**config.mk**
```make
export PLATFORM = sky130hd
export DESIGN_NAME = mux_n_1_stream
export DESIGN_NICKNAME = d
export VERILOG_FILES = /design/src/rtl/mux_n_1_stream.sv
export SDC_FILE = /design/constraint.sdc
export NUM_CORES = 1
export LEC_CHECK = 0
export BUFFER_PORTS_ARGS = -buffer_cell sky130_fd_sc_hd__buf_2
export CORE_UTILIZATION = 30
export CTS_BUF_LIST = sky130_fd_sc_hd__clkbuf_16
export CTS_CLUSTER_DIAMETER = 150
export DETAILED_ROUTE_END_ITERATION = 10
export PLACE_DENSITY = 0.53
export SLEW_MARGIN = 40
export SYNTH_ARGS = -nofsm -noshare
export SYNTH_HDL_FRONTEND = slang
export SYNTH_SLANG_ARGS = --single-unit
```
**constraint.sdc**
```tcl
create_clock -name clk -period 3.2 [get_ports clk]
set_clock_uncertainty 0.1 [all_clocks]
set_input_delay 0.48 -clock clk [delete_from_list [all_inputs] [get_ports clk]]
set_output_delay 0.48 -clock clk [all_outputs]
set_load 0.02 [all_outputs]
```
**src/rtl/mux_n_1_stream.sv**
```systemverilog
// Registered N:1 stream concentrator: manual channel select or fair round-robin, tags source channel.
// Latency 1 cycle, one word/cycle; while out_valid && !out_ready the output holds and all in_ready drop.
module mux_n_1_stream #(
  parameter int N_CH   = 8,
  parameter int DATA_W = 1,
  localparam int SEL_W = $clog2(N_CH)
) (
  input  logic                   clk,
  input  logic                   rst_n,
  input  logic [N_CH*DATA_W-1:0] in_data,
  input  logic [N_CH-1:0]        in_valid,
  output logic [N_CH-1:0]        in_ready,
  input  logic                   mode,
  input  logic [SEL_W-1:0]       sel,
  output logic [DATA_W-1:0]      out_data,
  output logic [SEL_W-1:0]       out_ch,
  output logic                   out_valid,
  input  logic                   out_ready
);

  logic [SEL_W-1:0]  r_rr_ptr;
  logic [SEL_W-1:0]  r_out_ch;
  logic [DATA_W-1:0] r_out_dat;
  logic              r_out_vld;

  logic              w_load_en;
  logic              w_xfer;
  logic              w_gnt_vld;
  logic [SEL_W-1:0]  w_gnt;
  logic [DATA_W-1:0] w_gnt_dat;
  logic              w_hi_vld;
  logic [SEL_W-1:0]  w_hi;
  logic              w_lo_vld;
  logic [SEL_W-1:0]  w_lo;

  assign w_load_en = !r_out_vld || out_ready;

  // Cyclic scan from r_rr_ptr = lowest valid index >= ptr, else lowest valid index overall.
  always_comb begin
    w_hi_vld = 1'b0;
    w_hi     = '0;
    w_lo_vld = 1'b0;
    w_lo     = '0;
    for (int i = N_CH - 1; i >= 0; i--) begin
      if (in_valid[i]) begin
        w_lo_vld = 1'b1;
        w_lo     = SEL_W'(i);
        if (SEL_W'(i) >= r_rr_ptr) begin
          w_hi_vld = 1'b1;
          w_hi     = SEL_W'(i);
        end
      end
    end
  end

  always_comb begin
    w_gnt_vld = 1'b0;
    w_gnt     = '0;
    if (mode) begin
      w_gnt_vld = w_lo_vld;
      w_gnt     = w_hi_vld ? w_hi : w_lo;
    end else begin
      for (int i = 0; i < N_CH; i++) begin
        if (sel == SEL_W'(i) && in_valid[i]) begin
          w_gnt_vld = 1'b1;
          w_gnt     = sel;
        end
      end
    end
  end

  always_comb begin
    w_gnt_dat = '0;
    for (int i = 0; i < N_CH; i++) begin
      if (w_gnt == SEL_W'(i)) w_gnt_dat = in_data[i*DATA_W +: DATA_W];
    end
  end

  assign w_xfer = w_load_en && w_gnt_vld;

  always_comb begin
    in_ready = '0;
    for (int i = 0; i < N_CH; i++) begin
      in_ready[i] = rst_n && w_xfer && (w_gnt == SEL_W'(i));
    end
  end

  always_ff @(posedge clk or negedge rst_n) begin
    if (!rst_n) begin
      r_out_vld <= 1'b0;
      r_out_dat <= '0;
      r_out_ch  <= '0;
      r_rr_ptr  <= '0;
    end else if (w_load_en) begin
      r_out_vld <= w_gnt_vld;
      if (w_gnt_vld) begin
        r_out_dat <= w_gnt_dat;
        r_out_ch  <= w_gnt;
        if (mode) r_rr_ptr <= (w_gnt == SEL_W'(N_CH - 1)) ? '0 : w_gnt + SEL_W'(1);
      end
    end
  end

  assign out_data  = r_out_dat;
  assign out_ch    = r_out_ch;
  assign out_valid = r_out_vld;

endmodule

```
After elaboration in Yosys (flattened, before gate mapping)
Cells that the tools add are included.
{"block": "word_totals", "reg_bits": 8, "input_bits": 23, "out_inout_bits": 13, "wordCells": 127}
{"block": "classes", "add_sub_neg": 1, "order_cmp": 8, "eq_ne": 14, "n_mux": 76, "n_reduce_logical": 24}
{"operator": "$mux W3", "count": 35}
{"operator": "$mux W1", "count": 41}
{"operator": "$eq A3 B3 Y1 const B", "count": 8}
{"operator": "$logic_and A1 B1 Y1", "count": 18}
{"operator": "$eq A3 B2 Y1 const B", "count": 4}
{"operator": "$ge A3 B3 Y1 const A", "count": 4}
{"operator": "$eq A3 B1 Y1 const B", "count": 2}
{"operator": "$ge A1 B3 Y1 const A", "count": 2}
{"operator": "$ge A2 B3 Y1 const A", "count": 2}
{"operator": "$logic_not A3 Y1", "count": 2}
{"operator": "$add A3 B1 Y3 const B", "count": 1}
{"operator": "$reduce_and A3 Y1", "count": 1}
{"operator": "$reduce_and A2 Y1", "count": 1}
{"operator": "$logic_not A1 Y1", "count": 1}
{"operator": "$logic_or A1 B1 Y1", "count": 1}

Longest topological paths before layout
{"block": "logic_depth", "ltp_word": 28, "mapped_depth": 15, "ltp_nobuf": 14}

Least setup slack after synthesis
Ideal clock, no wire load.
{"block": "synth_path", "kind": "in2out", "startpoint": "input port in_valid[4]", "endpoint": "output port in_ready[7]", "t_arrival_ns": 2.362, "required_ns": 2.620, "slack_ns": 0.258, "stages": 8, "path_buffers": 1, "path_cell_list": "clkbuf_2 -> a2bb2oi_1 -> a221o_1 -> o32ai_1 -> a21o_1 -> ha_1 -> ha_1 -> and2_1"}
{"block": "synth_via", "elab_chain_len": 13, "word_cells_on_any_way": 44, "classes_between": "1 x eq/ne; 39 x mux; 4 x reduce/logical"}
{"item": "start, declared", "line_no": "11", "rtl": "input logic [N_CH-1:0] in_valid,"}
{"item": "$mux W3 / $mux W1 (equally long branches)", "line_no": "45", "rtl": "if (in_valid[i]) begin"}
{"item": "$mux W3 / $mux W1 (equally long branches)", "line_no": "48", "rtl": "if (SEL_W'(i) >= r_rr_ptr) begin"}
{"item": "$mux W3 / $mux W1 (equally long branches)", "line_no": "45"}
{"item": "$mux W3 / $mux W1 (equally long branches)", "line_no": "48"}
{"item": "$mux W3 / $mux W1 (equally long branches)", "line_no": "45"}
{"item": "$mux W3 / $mux W1 (equally long branches)", "line_no": "48"}
{"item": "$mux W3 / $mux W1 (equally long branches)", "line_no": "45"}
{"item": "$mux W3 / $mux W1 (equally long branches)", "line_no": "48"}
{"item": "$mux W3 / $mux W1 (equally long branches)", "line_no": "45"}
{"item": "$mux W3", "line_no": "61", "rtl": "w_gnt = w_hi_vld ? w_hi : w_lo;"}
{"item": "$mux W3 (*)", "line_no": "59", "rtl": "if (mode) begin"}
{"item": "via w_gnt[0]", "line_no": "29", "rtl": "logic [SEL_W-1:0] w_gnt;"}
{"item": "$eq A3 B3 Y1 (*)", "line_no": "84", "rtl": "in_ready[i] = rst_n && w_xfer && (w_gnt == SEL_W'(i));"}
{"item": "$logic_and A1 B1 Y1 (*)", "line_no": "84"}
{"item": "end, declared", "line_no": "12", "rtl": "output logic [N_CH-1:0] in_ready,"}
Mark *: on every way through the listed nets, which the timed path passes. The rest lies on a longest branch.

Worst setup path in the final report
{"block": "layout_path", "startpoint": "input port in_valid[1]", "endpoint": "output port in_ready[3]"}
{"block": "layout_via", "word_cells_on_any_way": 32, "classes_between": "1 x eq/ne; 27 x mux; 4 x reduce/logical"}
{"item": "$logic_and A1 B1 Y1", "line_no": "64", "rtl": "if (sel == SEL_W'(i) && in_valid[i]) begin"}
{"item": "$mux W3 (7 in a row)", "line_no": "64"}
{"item": "$mux W3 (*)", "line_no": "59"}
{"item": "via w_gnt[2]", "line_no": "29"}
{"item": "$eq A3 B2 Y1 (*)", "line_no": "84"}
{"item": "$logic_and A1 B1 Y1 (*)", "line_no": "84"}
Marked as above.

==> impl_results.md <==
* Fill cells at 363
* First-pass GRT wire length at about 4700 um
* PD cells at ~580 mW/mm2
* RePlAce Congestion at ~0.86
* Rows at 20
* Setup bufs post-CTS at 0
* Worst Setup SP: in_valid[1]
* Yosys cell types at between 40 and 50
* Worst R2R Start: r_rr_ptr[1]$_DFFE_PN0P_
* Hold Crit Class: reg -> reg
* Final setup violation count at 0
* DRT iter0 DRCs at 65
* Cell Area, Placed at about 0.0012 mm2
* Logic pwr share at 47.7%
* Pin count of the biggest net entering global routing at 11
* Final hold vios at 0
* Clock power share at a little over a quarter
* Highest clock rate at roughly 0.33 GHz
* Clk Latency, worst-skew pair at 0.23 ns
* Synth warn at 0
* RSZ-0062 raised after global routing: true
* Antenna-violating nets left at 0
* Worst-path clk slew at ~0.030 ns
* Top FF cell, synth: dfrtp_1
* Fin crit period at 3.07 ns
* Seq pwr share at around a quarter
* Final period util at around 96%
* P_leak at approximately 0.65 nW
* Per-cell routed wire length at 13.5 um
* Die width at 60.4 um
* Number of global-route vias before repair at 1,040
* Core Box Area at around 0.0032 mm2
* Number of flops mapped to enable cells by yosys at 0
* Clock buffer depth at 2
* Max_cap viols at 0
* Slew Viols, Final at 0
* Dpl hpwl at between 2000 and 2500 um
* Worst Hold Launch: out_ch[2]$_DFFE_PN0P_
* Fraction of registers with async set/reset at 100%
* CP arrival at about 2.5 ns
* Synth area leaders: dfrtp_1, ha_1, nand2_1
* Cell-internal power at between 0.4 and 0.5 mW
* Proportion of layout cells with a drive suffix above 1 at 32.7%
* Core Util, Final at a little over two fifths
* #FFs+latches synth at 8
* DR vias at roughly 1,100
* Worst Setup End Kind: output pin
* Drt pass-1 iters at 4
* Initial antenna violation count at 0
* Vias per inst at between 5 and 6
* DRC at 0
* Antenna cells at 0
* Post-Syn Instances at roughly 130
* Setup CP Type: in -> out
* Sequential share of the synthesized area at 19.6%
* Syn_nets at between 150 and 200
* GRT Util Overall at between 15 and 20%
* Switching power at 0.306 mW
* Root Buffer: clkbuf_16
* Synth Area per Inst at about 7.8 um2
* Die Ht at slightly above 60 um
* Most common cell after layout, fill and taps aside: buf_2
* Max VDD drop at ~0.00020 V
* Mapped Area at just over 0.001 mm2
* Grt ovf at 0
* Top-area cell type share of the netlist area at 19.6%
* WP data required at 2.62 ns
* Max-slew headroom at around 70%
* Clock sinks at 8
* CTS Buf Count at 3
* Fin area at roughly 0.0013 mm2
* Synth-to-Final Area Change at 29.6%
* Initial Util at around 32%
* Commonest non-fill, non-tap cells in the layout: buf_2, nand2_1, nor2_1, o21ai_0, a21oi_1
* Worst Setup Start Kind: primary input
* PortBufs at 35
* H-Tree Depth at 1
* Yosys top cell by area: dfrtp_1
* Worst Path Max Fanout at 7
* Total Wirelength at about 2800 um
* CTS tree: done
* Full die area at 0.00365 mm2
* Top Ports at 36
* Switching share of power at ~40%
* Final #Nets at 196
* Worst-Margin Slew at around 0.45 ns
* Status: finished, final reports clean
==> what timing repair did <==
action,CTS,global route
resized for setup,0,7
setup endpoints to repair,0,9
endpoints found under the hold margin,8,0
hold buffers,1,0
==> worst paths after layout <==
path,to,slack [ns],cells after the start
min in group asynchronous,out_ch[1]$_DFFE_PN0P_,0.53,2
hold reg to reg,out_ch[2]$_DFFE_PN0P_,0.38,2
setup / recovery,in_ready[3],0.13,9
hold / removal,out_ch[2]$_DFFE_PN0P_,0.38,2
max in group asynchronous,r_rr_ptr[0]$_DFFE_PN0P_,2.28,2
setup reg to reg,out_data$_DFFE_PN0P_,0.37,12
==> worst max-delay path, cell delays in order <==
cell and delay [ns]:
buf_2 0.14, or4_4 0.55, o21ai_0 0.24, a21oi_1 0.11, nor2_2 0.26, clkinv_2 0.15
ha_1 0.25, and2_1 0.14, buf_2 0.15
==> cells in the mapped netlist (all sizes together), types with 2 or more instances <==
cell	number
nand2	16
nor2	12
o21ai	12
a21oi	9
dfrtp	8
ha	6
inv	6
and3	5
nor2b	5
and2	4
buf	4
o21bai	4
o31ai	4
a21o	3
clkbuf	3
mux2	3
a21boi	2
a221o	2
a22oi	2
mux4	2
nand3b	2
==> kinds of logic after synthesis <==
group | Yosys count | share of synthesized area (%)
simple gates | 53 | 28.4
mux | 6 | 9.79
fa+ha+maj | 6 | 7.34
flops | 8 | 19.6
buf+inv | 14 | 6.49
compound gates | 44 | 28.4
==> state kept, by name, summed over array words and instances (netlist names) <==
register and cells:
out_ch 3, out_data 1, out_valid 1, r_rr_ptr 3
==> cell type report <==
cell class	instances	area (um2)	share of cell area (%)
sequential	8	204	15.4
tap	44	55.1	4.15
clock buffer	3	75.1	5.67
multi-input combinational	109	763	57.6
inverter	7	27.5	2.08
timing repair buffer	38	200	15.1
==> power groups by stage <==
stage | clock [mW] | sequential, mW | combinational (mW)
after global routing | 0.216 | 0.202 | 0.416
after CTS | 0.210 | 0.188 | 0.364
final | 0.206 | 0.195 | 0.366
after global placement | 0 | 0.188 | 0.359
after floorplan | 0 | 0.183 | 0.253
after detailed placement | 0 | 0.189 | 0.359
==> routing by layer <==
| metal | track usage [%] | share of wire (%) | vias up |
|---|---|---|---|
| li1 | - | - | 546 |
| met1 | 23.4 | 46 | 488 |
| met2 | 27.8 | 47 | 49 |
| met3 | 2.99 | 6.0 | 4 |
| met5 | 0 | 0 | - |
| met4 | 6.98 | 1.1 | 0 |
==> per-stage QoR <==
stage          hold WS (ns)  power, mW  setup slack, ns  setup TNS, ns  instances
4_1_cts               0.393      0.763           0.0241              0        209
3_5_place_dp          0.238      0.548           0.0580              0        205
2_1_floorplan        0.0844      0.436            0.258              0        131
3_3_place_gp          0.237      0.547            0.104              0        205
6_report              0.384      0.766            0.128              0        209
5_1_grt               0.420      0.835         -0.00120       -0.00120        209
(Power assumes the default switching activity.)
